===== src/rtl/eclock_pkg.sv =====
// Shared definitions for the E clock generator: default timing constants
// and the peripheral request FSM state encoding.
package eclock_pkg;

  localparam int E_LOW_DEF      = 6;
  localparam int E_HIGH_DEF     = 4;
  localparam int SYNC_POINT_DEF = 2;
  localparam int CW_DEF         = 4;

  typedef enum logic [1:0] {
    ST_IDLE       = 2'd0,
    ST_WAIT_SYNC  = 2'd1,
    ST_VMA_ACTIVE = 2'd2,
    ST_HOLD       = 2'd3
  } req_state_t;

endpackage


===== src/rtl/eclock_phase_counter.sv =====
// Free-running phase counter (0..DIV-1) with registered E clock decode,
// aligned so that eclock is high exactly while phase is in E_LOW..DIV-1.
module eclock_phase_counter #(
  parameter int E_LOW  = 6,
  parameter int E_HIGH = 4,
  parameter int CW     = 4
) (
  input  logic          clk,
  input  logic          rst,
  output logic [CW-1:0] phase,
  output logic          eclock
);

  localparam int            DIV     = E_LOW + E_HIGH;
  localparam logic [CW-1:0] LAST_PH = CW'(DIV - 1);
  localparam logic [CW-1:0] HIGH_PH = CW'(E_LOW);

  logic [CW-1:0] phase_next;

  // Next phase with wrap at the end of the period.
  always_comb begin
    phase_next = (phase == LAST_PH) ? {CW{1'b0}} : phase + {{(CW-1){1'b0}}, 1'b1};
  end

  // eclock is decoded from the next phase so it lines up with the phase register.
  always_ff @(posedge clk) begin
    if (rst) begin
      phase  <= {CW{1'b0}};
      eclock <= 1'b0;
    end else begin
      phase  <= phase_next;
      eclock <= (phase_next >= HIGH_PH);
    end
  end

endmodule


===== src/rtl/eclock_gen.sv =====
// 6800-style E clock generator with synchronous peripheral cycle (VMA) sequencing.
// Optional macro ECLOCK_GEN_EDGE_STROBE_EN enables the E edge strobe outputs.
module eclock_gen
  import eclock_pkg::*;
#(
  parameter int E_LOW      = E_LOW_DEF,
  parameter int E_HIGH     = E_HIGH_DEF,
  parameter int SYNC_POINT = SYNC_POINT_DEF,
  parameter int CW         = CW_DEF
) (
  input  logic CLOCK_IN,
  input  logic RESET_IN,
  input  logic VPA_REQ_IN,
  output logic ECLOCK_OUT,
  output logic VMA_OUT,
  output logic DONE_OUT,
  output logic E_RISE_OUT,
  output logic E_FALL_OUT
);

  localparam int            DIV     = E_LOW + E_HIGH;
  localparam logic [CW-1:0] LAST_PH = CW'(DIV - 1);
  localparam logic [CW-1:0] SYNC_PH = CW'(SYNC_POINT);

  if (E_LOW < 2 || E_HIGH < 1 || SYNC_POINT >= E_LOW - 1 || (2 ** CW) < DIV) begin : g_param_check
    $error("eclock_gen: illegal parameter combination");
  end

  logic [CW-1:0] phase;
  req_state_t    state;
  req_state_t    state_next;
  logic          vma_next;
  logic          done_next;

  eclock_phase_counter #(
    .E_LOW  (E_LOW),
    .E_HIGH (E_HIGH),
    .CW     (CW)
  ) u_phase (
    .clk    (CLOCK_IN),
    .rst    (RESET_IN),
    .phase  (phase),
    .eclock (ECLOCK_OUT)
  );

  // Request sequencing; commit only at SYNC_POINT so VMA stays inside the E high/low window.
  always_comb begin
    state_next = state;
    vma_next   = 1'b0;
    done_next  = 1'b0;
    case (state)
      ST_IDLE: begin
        if (VPA_REQ_IN) state_next = ST_WAIT_SYNC;
        else            state_next = ST_IDLE;
      end
      ST_WAIT_SYNC: begin
        if (!VPA_REQ_IN) begin
          state_next = ST_IDLE;
        end else if (phase == SYNC_PH) begin
          state_next = ST_VMA_ACTIVE;
          vma_next   = 1'b1;
        end else begin
          state_next = ST_WAIT_SYNC;
        end
      end
      ST_VMA_ACTIVE: begin
        if (phase == LAST_PH) begin
          state_next = ST_HOLD;
          done_next  = 1'b1;
        end else begin
          state_next = ST_VMA_ACTIVE;
          vma_next   = 1'b1;
        end
      end
      ST_HOLD: begin
        if (!VPA_REQ_IN) state_next = ST_IDLE;
        else             state_next = ST_HOLD;
      end
      default: state_next = ST_IDLE;
    endcase
  end

  // FSM state and registered peripheral strobes.
  always_ff @(posedge CLOCK_IN) begin
    if (RESET_IN) begin
      state    <= ST_IDLE;
      VMA_OUT  <= 1'b0;
      DONE_OUT <= 1'b0;
    end else begin
      state    <= state_next;
      VMA_OUT  <= vma_next;
      DONE_OUT <= done_next;
    end
  end

`ifdef ECLOCK_GEN_EDGE_STROBE_EN
  localparam logic [CW-1:0] PRE_RISE_PH = CW'(E_LOW - 1);

  // Edge strobes land on the same cycle as the phase they mark.
  always_ff @(posedge CLOCK_IN) begin
    if (RESET_IN) begin
      E_RISE_OUT <= 1'b0;
      E_FALL_OUT <= 1'b0;
    end else begin
      E_RISE_OUT <= (phase == PRE_RISE_PH);
      E_FALL_OUT <= (phase == LAST_PH);
    end
  end
`else
  assign E_RISE_OUT = 1'b0;
  assign E_FALL_OUT = 1'b0;
`endif

endmodule


===== config.mk =====
export PLATFORM = sky130hd
export DESIGN_NAME = eclock_gen
export DESIGN_NICKNAME = d
export VERILOG_FILES = /design/src/rtl/eclock_pkg.sv /design/src/rtl/eclock_phase_counter.sv /design/src/rtl/eclock_gen.sv
export SDC_FILE = /design/constraint.sdc
export NUM_CORES = 1
export LEC_CHECK = 0
export CAP_MARGIN = 10
export CORE_AREA = 2 2 39 41
export CTS_BUF_LIST = sky130_fd_sc_hd__clkbuf_8 sky130_fd_sc_hd__clkbuf_16
export CTS_CLUSTER_SIZE = 8
export DETAILED_ROUTE_END_ITERATION = 8
export DIE_AREA = 0 0 41 43
export MAX_ROUTING_LAYER = met4
export PLACE_DENSITY = 0.62
export SLEW_MARGIN = 10
export SYNTH_ARGS = -nofsm -noshare
export SYNTH_HDL_FRONTEND = slang
export SYNTH_SLANG_ARGS = --single-unit

===== constraint.sdc =====
create_clock -name CLOCK_IN -period 1.2 [get_ports CLOCK_IN]
set_input_delay 0.18 -clock CLOCK_IN [delete_from_list [all_inputs] [get_ports CLOCK_IN]]
set_output_delay 0.18 -clock CLOCK_IN [all_outputs]
set_load 0.1 [all_outputs]

# Word level (Yosys, flattened, before mapping)
# Index checks and enable logic that the tools add are counted.
# word_totals
input_bits,3
reg_bits,9
word_cells,27
output_inout_bits,5
# classes
addsub,1
n_eq_ne,5
n_reduce_logical,2
n_mux,12
bitwise_logic,1
order_cmp,1
# ops
cell,count
$pmux W2 S4,1
$mux W1,6
$mux W2,3
$add A4 B1 Y4 const B,1
$eq A2 B2 Y1 const B,2
$eq A4 B2 Y1 const B,1
$eq A4 B4 Y1 const B,1
$ge A4 B3 Y1 const B,1
$mux W4,1
$eq A2 B1 Y1 const B,1
$logic_not A2 Y1,1
$pmux W1 S2,1
$reduce_or A2 Y1,1
$not A1 Y1,1

# Longest topological paths before layout
# Gate-level depths: netlist of the first run.
# depth
word_depth,4
mapped_depth,5
mapped_depth_nobuf,5

# Modules after synthesis
# A second synthesis of the first run with hierarchy kept.
# hier_totals
hier_cells,51
area_unflattened_um2,460.4
# modules_own_cells
mod,n_inst,area_per_inst_um2,seq_area_each_um2,cells_per_inst
eclock_gen,1,247.7,80.1,27
eclock_phase_counter,1,212.7,100.1,24

# Worst setup path after synthesis of the first run
# No wires, ideal clock.
# synth_path
path_type,register to register
startpoint,reg state[0]
endpoint,reg state[0]
arrival_ns,1.067
synth_period_minus_slack_ns,1.187
stages_incl_launch_ff,5
n_path_buf,0
required_ns,1.080
setup_time_ns,0.120
slack_ns,0.013
path_cell_list,dfxtp_1 inv_1 ha_1 and4b_4 a211o_1
# synth_between
elab_chain_cells,2
word_cells_on_any_way,5
cone_classes,3 x eq/ne; 1 x mux; 1 x reduce/logical
# synth_rtl
element,line,source
from (decl),eclock_gen.sv:30,req_state_t state;
from (signal assigned),eclock_gen.sv:90,state <= state_next;
"$eq A2 B2 Y1, or another cell as far along",eclock_gen.sv:51,case (state)
$pmux W2 S4 (*),eclock_gen.sv:51,
# Mark *: on every way between the ends. The rest lies on a longest branch, timed or not.
# A chain may end at the register's enable or synchronous reset.

# Final worst setup path of the first run
# Ends and elaborated chain as after synthesis.

==> run metrics, run 1 <==
achievable frequency=852 MHz; Hold/Removal Path Class=reg -> reg; wire per inst=10.9 um; Final #Nets=76; reg-to-reg critical path startpoint=state[0]; detail-routed via count per cell=4.71; CTS H-Tree Depth=1; worst flop-to-flop path endpoint=state[0]; Row Count=14; static leakage=0.284 nW; status=complete, no violations; critical path arrival=1.29 ns; pwr/cell area=1150 nW/um^2; setup_tns=0 ns; RSZ-0062 raised after global routing=no; Routed Antenna Nets=0; Crit Path Class=reg -> reg; Hold Slack=0.548 ns; Reg2Reg Setup Slack=0.03 ns; mapped cell area=490 sq um; Post-DP HPWL=717 um; grt total ovfl=0; DR DRC count=0; Core Area=1380 sq um; clock slew at reported path FFs=0.05 ns; initial antenna violation count=0; drt first-iter violations=17; Root Driver=clkbuf_8; Layout area overhead=41.3%; Min-Delay Path Depth=1; Worst Skew=0.00186 ns; CP Launch Type=register; die area=1760 sq um; post-synthesis register bit count=9; Final Max Tran Viols=0; Hold Path Sink=u_phase.phase[0]; CP max stage cell=dfxtp_2; post-placement cell area=634 sq um; Crit. End Element=register; CTS tree=yes; cell taking the most area after synthesis=dfxtp_1; Post-Route WL=914 um; dominant cells by area after synthesis=dfxtp_1 (37%), ha_1 (10%), nor4b_4 (4.8%); GR Util All Layers=13.7%; Worst EP required=1.32 ns; crit path max fanout=2; Yosys top cell area share=36.7%; Synth cell types=25; share of cells above drive strength 1=39.7%; Max clock buf depth=2; # clock sinks=9; Port Buf Inserts=5; Max Cap Violations=0; hold_sp=u_phase.phase[0]; Peak supply drop=0.000700 V; RePlAce Congestion=0.814; Die Wd=41 um; Initial Utilization=35.4%; largest net degree at the start of global routing=8; total setup buffers inserted after CTS=0; Final Hold Viols=0; Pre-Repair DR Iteration Count=4; synthesized instance count=53; vias in the first global route=401; critical-path cell list=inv_1 -> ha_2 -> and4b_4 -> a211o_1; R2R depth=4; max incr delay on CP=0.32 ns; final instance area=693 sq um; antenna cells=0; first-pass GRT wire length=1570 um; worst-skew pair later-pin latency=0.23 ns; Via Count=396; synthesis warning total=0; Avg Inst Size Synth=9.25 sq um; IO Count=8; DIE HEIGHT=43 um; Num CTS Buffers=3; crit share post-route=97.8%; Setup Viol. Count Final=0; Final min period=1.17 ns; sequential area share after synthesis=36.7%
[routing by layer]
layer,wire [um],GRT usage [%]
met4,17,8.00
met5,0,-
met2,459,19.7
met3,23,3.14
met1,413,16.8
[cell type report]
class                           instances  area (sq um)
Fill cell                             127           691
Multi-Input combinational cell         38           289
Sequential cell                         9           184
Timing Repair Buffer                   13           140
Clock buffer                            3          41.3
Tap cell                               16          20.0
Inverter                                4          15.0
Clock inverter                          1          3.75
[synth_stat cells]
library cell,number
dfxtp_1,9
a21oi_1,4
ha_1,4
inv_1,4
nor2_1,4
nand2_1,3
nor2b_1,3
buf_4,2
nand2b_1,2
nor2b_2,2
o21ai_0,2
a211o_1,1
a211oi_2,1
a22oi_1,1
a31oi_1,1
and4b_4,1
buf_2,1
conb_1,1
nand3_1,1
nand3_2,1
nor3_1,1
nor3b_1,1
nor4b_4,1
o31ai_1,1
xor2_1,1
[flip-flops by register name, summed over array words and instances, names as in the netlist]
name,count
DONE_OUT,1
u_phase.phase,4
VMA_OUT,1
u_phase.eclock,1
state,2
[worst max path at each step]
| stage | endpoint | depth (start not counted) | from | slack (ns) |
|---|---|---|---|---|
| 3_3_place_gp | state[0] | 3 | RESET_IN | -0.08 |
| 6_report | state[0] | 4 | state[0] | 0.03 |
| 2_1_floorplan | state[0] | 4 | state[0] | 0.01 |
| 5_1_grt | state[0] | 4 | state[0] | 0.002 |
| 4_1_cts | state[0] | 4 | state[0] | 0.02 |
| 3_5_place_dp | state[0] | 3 | RESET_IN | -0.09 |
[critical path, delay by kind of cell (launching register included)]
kind | cells | cell delay (ns)
flip-flops | 1 | 0.32
AO/OA/AOI/OAI | 1 | 0.29
AND/OR/NAND/NOR | 1 | 0.20
adder cells (fa/ha/maj) | 1 | 0.19
buffers and inverters | 1 | 0.05
[cells by family (layout without fill, tap and decap cells)]
logic type	after synthesis	after routing	share of synthesized area, %
and+or+nand+nor	20	20	28.6
AOI/OAI and AO/OA	11	11	14.8
DFF	9	9	36.7
buffers and inverters	7	21	7.14
adders and majority gates	4	4	10.2
other	1	2	0.765
xor gates and xnor gates	1	1	1.79
[cell usage in the layout, fill, tap and decap left out, types with 2 or more instances in the layout]
cell type        instances
nand2b_1                 2
buf_4                    8
dfxtp_1                  6
inv_1                    5
nor2b_2                  2
nor2b_1                  3
buf_12                   3
nand2_1                  3
conb_1                   2
clkbuf_8                 3
ha_2                     3
nor2_1                   3
clkdlybuf4s50_1          2
dfxtp_2                  3
a21oi_1                  4
o21ai_0                  2
[per-stage QoR]
step | util [%] | std cells | total power, W | setup slack (ns)
CTS | 49.6 | 84 | 0.000804 | 0.0247
global route | 50.1 | 84 | 0.000834 | 0.00185
detailed placement | 45.8 | 80 | 0.000455 | -0.0904
finish | 50.1 | 84 | 0.000799 | 0.0265
floorplan | - | 54 | 0.000417 | 0.0132
global placement | 45.8 | 80 | 0.000454 | -0.0782
[power breakdown]
| part | internal, W | leakage, nW | switching, W |
|---|---|---|---|
| logic | 0.0000532 | 0.183 | 0.0000753 |
| registers | 0.000312 | 0.0746 | 0.0000138 |
| clock network | 0.000223 | 0.0269 | 0.000121 |
| total | 0.000588 | 0.284 | 0.000210 |
[timing repair]
item,in CTS,in global routing
setup endpoints to repair,1,2
pin swaps,1,2
resized for setup,4,3
hold buffers,0,0
Note: power is estimated with default switching activity, not from simulation.
==> run 2: changes to the inputs <==
CTS_CLUSTER_SIZE = 28   (was 8)
SETUP_SLACK_MARGIN = 0.2   (was default)
==> run metrics, run 2 (synthesis gave the netlist of run 1 again) <==
buffer and inverter count on the worst path=1; Max clock buf depth=2; Crit. End Element=register; Worst Skew=0.00494 ns; R2R depth=4; Layout area overhead=43.9%; Peak supply drop=0.000672 V; Setup WS pre-CTS=-0.0308 ns; Port Buf Inserts=5; GR Util All Layers=14.3%; Worst EP required=1.32 ns; Hold Path Sink=u_phase.phase[3]; grt total ovfl=0; Routed Antenna Nets=0; Final min period=1.12 ns; max reg flops=4; worst flop-to-flop path endpoint=state[0]; largest registers=u_phase.phase x4, state x2; Crit path max-delay family=flip-flops; detail-routed via count per cell=4.84; largest net degree at the start of global routing=10; crit share post-route=93.1%; die area=1760 sq um; CTS Hold Bufs=0; fill count=131; Root Driver=clkbuf_8; Top reg by flops=u_phase.phase; Min-Delay Path Depth=2; worst-skew pair later-pin latency=0.23 ns; critical path arrival=1.24 ns; Row Count=14; status=complete, no violations; achievable frequency=895 MHz; share of cells above drive strength 1=46.9%; DIE HEIGHT=43 um; Core Area=1380 sq um; CTS H-Tree Depth=1; max incr delay on CP=0.36 ns; clock slew at reported path FFs=0.05 ns; Setup Viol. Count Final=0; Via Count=387; pwr/cell area=1120 nW/um^2; Pint=0.000579 W; Final Hold Viols=0; antenna cells=0; sw frac=26.8%; RePlAce Congestion=0.716; Final Max Tran Viols=0; Seq pwr share=41.6%; power share of the combinational group=15.1%; Die Wd=41 um; Post-DP HPWL=644 um; wire per inst=11.7 um; Reg2Reg Setup Slack=0.08 ns; CP max stage cell=dfxtp_4; Clk pwr share=43.4%; drt first-iter violations=9; hold_sp=u_phase.phase[1]; CTS tree=yes; first-pass GRT wire length=1490 um; Num CTS Buffers=3; # clock sinks=9; Pre-Repair DR Iteration Count=4; Post-Route WL=937 um; vias in the first global route=356; reg-to-reg critical path startpoint=state[0]; Crit Path Class=reg -> reg; crit path max fanout=3; CP Launch Type=register; DR DRC count=0; final core occ=51.0%; Final #Nets=72; initial antenna violation count=0; RSZ-0062 raised after global routing=yes; Switch Pwr=0.000212 W; Initial Utilization=35.4%; IO Count=8; final setup margin=0.0823 ns; static leakage=0.274 nW; critical-path cell list=inv_4 -> ha_4 -> and4b_4 -> a211o_1; commonest cells after routing, fill and taps aside=dfxtp_2 (4), nor2_1 (4), buf_4 (4), dfxtp_4 (4); Hold/Removal Path Class=reg -> reg; Max Cap Violations=0
-- run 2: worst max-delay path by stage --
stage / from / endpoint / slack, ns / depth (start not counted)
CTS: state[0] / state[0] / 0.08 / 4
global placement: RESET_IN / state[0] / -0.008 / 3
finish: state[0] / state[0] / 0.08 / 4
detailed placement: RESET_IN / state[0] / -0.03 / 3
floorplan: state[1] / state[0] / 0.13 / 5
global route: state[0] / state[0] / 0.05 / 4
-- run 2: power groups by stage --
stage          clock network, W  registers, W  logic [W]
2_1_floorplan                 0      0.000339  0.0000822
3_3_place_gp                  0      0.000337   0.000111
3_5_place_dp                  0      0.000336   0.000110
4_1_cts                0.000350      0.000331   0.000116
5_1_grt                0.000364      0.000331   0.000126
6_report               0.000343      0.000329   0.000119
-- run 2: layer usage --
metal,wire length [um],GRT usage [%],part of all wire [%],up-vias
met1,349,13.0,37,177
met3,39,4.71,4.2,4
met4,42,14.0,4.5,0
met2,505,21.3,54,10
met5,0,-,0,-
li1,-,-,-,196
-- run 2: tightest hold or removal path, cell delays in order, from the launching register on --
cell and delay [ns]:
dfxtp_4 0.37, nand2_1 0.06, a31oi_1 0.06
-- run 2: final cells by class --
cell class / count / area, sq um / share of cell area (%)
well taps: 16 / 20.0 / 2.84
clock inverters: 1 / 3.75 / 0.532
repair buffers: 9 / 110 / 15.6
inverters: 4 / 17.5 / 2.48
clock buffers: 3 / 41.3 / 5.85
flip-flops and latches: 9 / 200 / 28.4
multi-input cells: 38 / 313 / 44.3
-- run 2: through the flow --
step / cells / setup TNS [ns] / area, sq um / hold slack (ns) / total power (W)
2_1_floorplan: 54 / 0 / 517 / 0.323 / 0.000421
3_3_place_gp: 75 / -0.00843 / 619 / 0.530 / 0.000447
3_5_place_dp: 75 / -0.0308 / 619 / 0.536 / 0.000447
4_1_cts: 80 / 0 / 696 / 0.531 / 0.000797
5_1_grt: 80 / 0 / 706 / 0.543 / 0.000821
6_report: 80 / 0 / 706 / 0.524 / 0.000790
-- run 2: what timing repair did --
item	CTS	global route
pin swaps	3	2
resized for setup	7	4
setup endpoints to repair	5	3
setup buffers	1	0
cloned	0	0
==> run 3: changes to the inputs <==
ABC_AREA = 1   (was default)
CORE_AREA = default   (was 2 2 39 41)
CORE_UTILIZATION = 30   (was default)
DIE_AREA = default   (was 0 0 41 43)
PLACE_DENSITY = 0.53   (was 0.62)
==> run metrics, run 3 <==
crit path max fanout=3; drt first-iter violations=7; vias in the first global route=332; most common cell in the synthesized netlist=nand2_1; Num CTS Buffers=3; grt total ovfl=0; detail-routed via count per cell=4.49; RSZ-0062 raised after global routing=yes; largest net degree at the start of global routing=7; GR Util All Layers=12.4%; Core Area=1370 sq um; achievable frequency=1000 MHz; Synth cell types=17; commonest non-fill, non-tap cell in the layout=nand2_1; Setup Viol. Count Final=0; Via Count=386; Main synth FF type=dfxtp_1; antenna cells=0; Yosys top cell area share=39.2%; Post-Route WL=792 um; CP Launch Type=register; Worst EP required=1.32 ns; Hold Slack=0.411 ns; Worst Skew=0.00771 ns; sequential area share after synthesis=39.2%; pwr/cell area=1120 nW/um^2; max incr delay on CP=0.38 ns; synthesis warning total=0; post-synthesis register bit count=9; worst-skew pair later-pin latency=0.23 ns; CTS tree=yes; # clock sinks=9; total setup buffers inserted after CTS=0; Final Max Tran Viols=0; commonest cells after routing, fill and taps aside=nand2_1 (12), inv_1 (7), dfxtp_2 (6), nor2_1 (6); Root Driver=clkbuf_8; status=complete, no violations; Final Hold Viols=0; die area=1690 sq um; met1 Track Usage GR=13.3%; RePlAce Congestion=0.842; Synth async-reset ratio=0%; mapped cell area=459 sq um; largest registers=u_phase.phase x4, state x2; Post-DP HPWL=617 um; fin cells=86; Peak supply drop=0.000611 V; clock slew at reported path FFs=0.05 ns; dominant cells by area after synthesis=dfxtp_1 (39%), nand2_1 (11%), ha_1 (11%); Post-Place Cells=82; first-pass GRT wire length=1240 um; IO Count=8; met2 Usage GRT=18.0%; Port Buf Inserts=5; busiest grt layer=met2; critical path arrival=1.12 ns; fill count=140; top cells by count, synth=nand2_1 (14), dfxtp_1 (9), inv_1 (9), nor2_1 (8), ha_1 (4); Pre-Repair DR Iteration Count=4; critical-path cell list=inv_4 -> ha_4 -> a21oi_2 -> o21ai_2 -> nand2_1 -> nor2_1; crit share post-route=83.0%; Max Cap Violations=0; Max clock buf depth=2; wire per inst=9.21 um; Final #Nets=79; cell taking the most area after synthesis=dfxtp_1; Avg Inst Size Synth=7.41 sq um; DR DRC count=0; static leakage=0.309 nW; CP max stage cell=dfxtp_4; Hold/Removal Path Class=in -> reg; synthesized instance count=62; Top reg by flops=u_phase.phase; Post-synth EDFFs=0; Die Wd=41.1 um; M3 GR Usage=9.78%; Row Count=13; DIE HEIGHT=41.1 um; Crit Path Class=reg -> reg; Crit. End Element=register; CTS H-Tree Depth=1; setup_tns=0 ns; Layout area overhead=50.7%; Final min period=0.996 ns; Initial Utilization=33.6%; max reg flops=4; initial antenna violation count=0; Routed Antenna Nets=0; share of cells above drive strength 1=49.3%
## run 3: report_power, final
group / internal (W) / switching (W)
sequential: 0.000309 / 0.0000156
combinational: 0.0000366 / 0.0000771
clock: 0.000222 / 0.000114
total: 0.000568 / 0.000207
## run 3: final timing paths
kind / slack (ns) / depth (start not counted) / startpoint / endpoint
max: 0.20 / 6 / state[0] / state[1]
min: 0.41 / 5 / VPA_REQ_IN / state[1]
max reg2reg: 0.20 / 6 / state[0] / state[1]
min reg2reg: 0.45 / 1 / u_phase.phase[0] / u_phase.phase[0]
## run 3: layout make-up
cell class                 instances  area (sq um)  area share (%)
sequential                         9           199            28.8
multi-input combinational         41           293            42.3
clock inverter                     1          3.75           0.542
clock buffer                       3          41.3            5.97
tap                               15          18.8            2.71
inverter                          11          46.3            6.69
timing repair buffer               6          90.1            13.0
## run 3: cell families after synthesis
family	after synthesis	synth area share, %
AOI/OAI and AO/OA	8	10.1
xor gates and xnor gates	1	1.91
adders and majority gates	4	10.9
buffers and inverters	13	12.3
DFF	9	39.2
other	1	0.817
and+or+nand+nor	26	24.8
## run 3: routing by layer
layer / share of wire (%) / routed length, um
met3: 6.7 / 53
met5: 0 / 0
met1: 42 / 330
met2: 52 / 409
met4: 0 / 0
## run 3: through the flow
stage	cell area [sq um]	setup slack (ns)	power, W	util, %
after floorplan	467	0.200	0.000403	-
after global placement	558	0.0601	0.000425	40.8
after detailed placement	558	0.0385	0.000425	40.8
after CTS	608	0.196	0.000769	44.5
after global routing	692	0.159	0.000820	50.6
final	692	0.204	0.000775	50.6
## run 3: timing repair
action	CTS	global route
endpoints found under the setup margin	3	5
resized for setup	4	27
hold buffers	0	0
pin swaps	2	5
## run 3: critical path, delay by kind of cell, from the launching register on
kind                     cells  cell delay, ns
buffers and inverters        1            0.05
AO/OA/AOI/OAI                2            0.19
flip-flops                   1            0.38
AND/OR/NAND/NOR              2            0.09
adder cells (fa/ha/maj)      1            0.17
==> patch, RTL diff (settings of run 2) <==
Encoding of `req_state_t`: now Gray code (2 bits for 4 states).
--- a/src/rtl/eclock_pkg.sv
+++ b/src/rtl/eclock_pkg.sv
@@ -9,8 +9,8 @@
 
   typedef enum logic [1:0] {
-    ST_IDLE       = 2'd0,
-    ST_WAIT_SYNC  = 2'd1,
-    ST_VMA_ACTIVE = 2'd2,
-    ST_HOLD       = 2'd3
+    ST_IDLE       = 2'b00,
+    ST_WAIT_SYNC  = 2'b01,
+    ST_VMA_ACTIVE = 2'b11,
+    ST_HOLD       = 2'b10
   } req_state_t;
 
Formal check against the unedited RTL: same outputs for any inputs over 10 cycles, from zero or initial values and one cycle with RESET_IN high; not proved beyond that.
==> patch against run 2 <==
  * Wire length decreased by 24%
  * Design area fell by 22%
  * Power down 4.7%
  * Area after synthesis is 13% lower
  * First-iteration DRC count decreased by 56%
  * Critical path depth shrank 3
  * Critical endpoint is now DONE_OUT
  * Count of clock-buffer cells in the layout did not move
  * Sequential cell count did not move
  * Utilization fell by 11 points
  * Worst setup slack better by 0.20 ns
==> patch: results <==
[status]
run_status = finished, final reports clean

[worst_setup_path]
cp_slowest_cell = dfxtp_2
cp_slowest_stage_delay_ns = 0.33
critPathMaxFanout = 1
cp.arrival_ns = 0.74

[yosys]
synth.distinct_cells = 26
synth_warnings = 0
synth_common_cells = dfxtp_1 (9), a21oi_1 (4), nor2_1 (4)
synth.yosys.seq_area_share_pct = 42.2
netlist_top_cells_area = dfxtp_1 (42%), buf_6 (5.3%), a21oi_1 (4.7%), nand4_1 (4.4%), buf_4 (3.5%)
syn_inst = 48

[pwr]
ir_drop_mv = 1.00
p_int_mw = 0.563
total_leakage_power_nw = 0.188

[drt]
vias = 325
routed_wl_um = 716
drtAntennaViolNets = 0
drt_iter0_drc = 4

[global_route]
first_global_vias = 291
grt_pass1_wl_um = 1220
grt_start_max_net_pins = 12
grt_usage_pct = 12.3
antenna_found_initial = 0

[placed_design]
dp_slack_ns = 0.0729
gp_congestion = 0.726
io_buffer_count = 5
dp.cells = 64
dpl_cell_area_um2 = 488
dpl.hpwl_um = 460

[timing]
fin_skew_ns = 0.00390

[layout]
finalNonFillerCells = 68
fin_nets = 56
drive_above_1_share_pct = 32.7

[clock_tree]
cts_buffer_depth = 2
cts_buffers = 3
clk_pin_slew_worst_paths_ns = 0.04

[min_path]
hp-class = reg2reg
-- patch: cell types whose count changed after synthesis, moves of 2 or more --
cell / change
nand4_1: +3
buf_6: +2
nor2b_1: -2
inv_1: -4
ha_1: -4
-- patch: cell families (layout without fill, tap and decap cells) --
logic type	count (synthesis)	after routing	share of synthesized area, %
DFF	9	9	42.2
xor gates and xnor gates	1	1	2.05
buffers and inverters	7	10	11.7
AOI/OAI and AO/OA	10	10	13.5
and+or+nand+nor	20	20	29.6
other	1	2	0.879
-- patch: timing repair --
item | 4_1_cts | 5_1_grt
gates resized for setup | 2 | 5
pin swaps | 0 | 0
hold buffers | 0 | 0
hold endpoints to repair | 0 | 0
setup buffers | 0 | 0
endpoints found under the setup margin | 5 | 5
-- patch: power groups by stage --
stage | clock (mW) | combinational, mW | sequential (mW)
5_1_grt | 0.366 | 0.0873 | 0.335
3_5_place_dp | 0 | 0.0781 | 0.337
6_report | 0.341 | 0.0801 | 0.332
3_3_place_gp | 0 | 0.0772 | 0.337
2_1_floorplan | 0 | 0.0857 | 0.327
4_1_cts | 0.357 | 0.0784 | 0.332
-- patch: path summary, 6_finish.rpt --
kind / from / endpoint / slack [ns] / cells after the start
setup / recovery: DONE_OUT$_SDFF_PP0_ / DONE_OUT / 0.28 / 1
hold / removal: state[1]$_SDFF_PP0_ / DONE_OUT$_SDFF_PP0_ / 0.48 / 2
hold reg to reg: state[1]$_SDFF_PP0_ / DONE_OUT$_SDFF_PP0_ / 0.48 / 2
setup reg to reg: u_phase.phase[2]$_SDFF_PP0_ / VMA_OUT$_SDFF_PP0_ / 0.29 / 3
-- patch: worst register-to-register path, cell delays in order, from the launching register on --
cell and delay, ns:
dfxtp_4 0.38, nand4bb_1 0.22, nand3_1 0.12, a21oi_1 0.07
-- patch: final cells by class --
class / count / area [um^2]
flip-flops and latches: 9 / 194
multi-input cells: 33 / 205
clock buffers: 3 / 41.3
inverters: 1 / 3.75
clock inverters: 1 / 3.75
fillers: 129 / 836
well taps: 16 / 20.0
repair buffers: 5 / 80.1
-- patch: layer usage --
layer / up-vias / wire length (um) / global-route usage, %
met4: 0 / 46 / 14.0
met1: 142 / 297 / 14.1
met5: - / 0 / -
met3: 4 / 61 / 9.42
li1: 167 / - / -
met2: 12 / 310 / 11.6
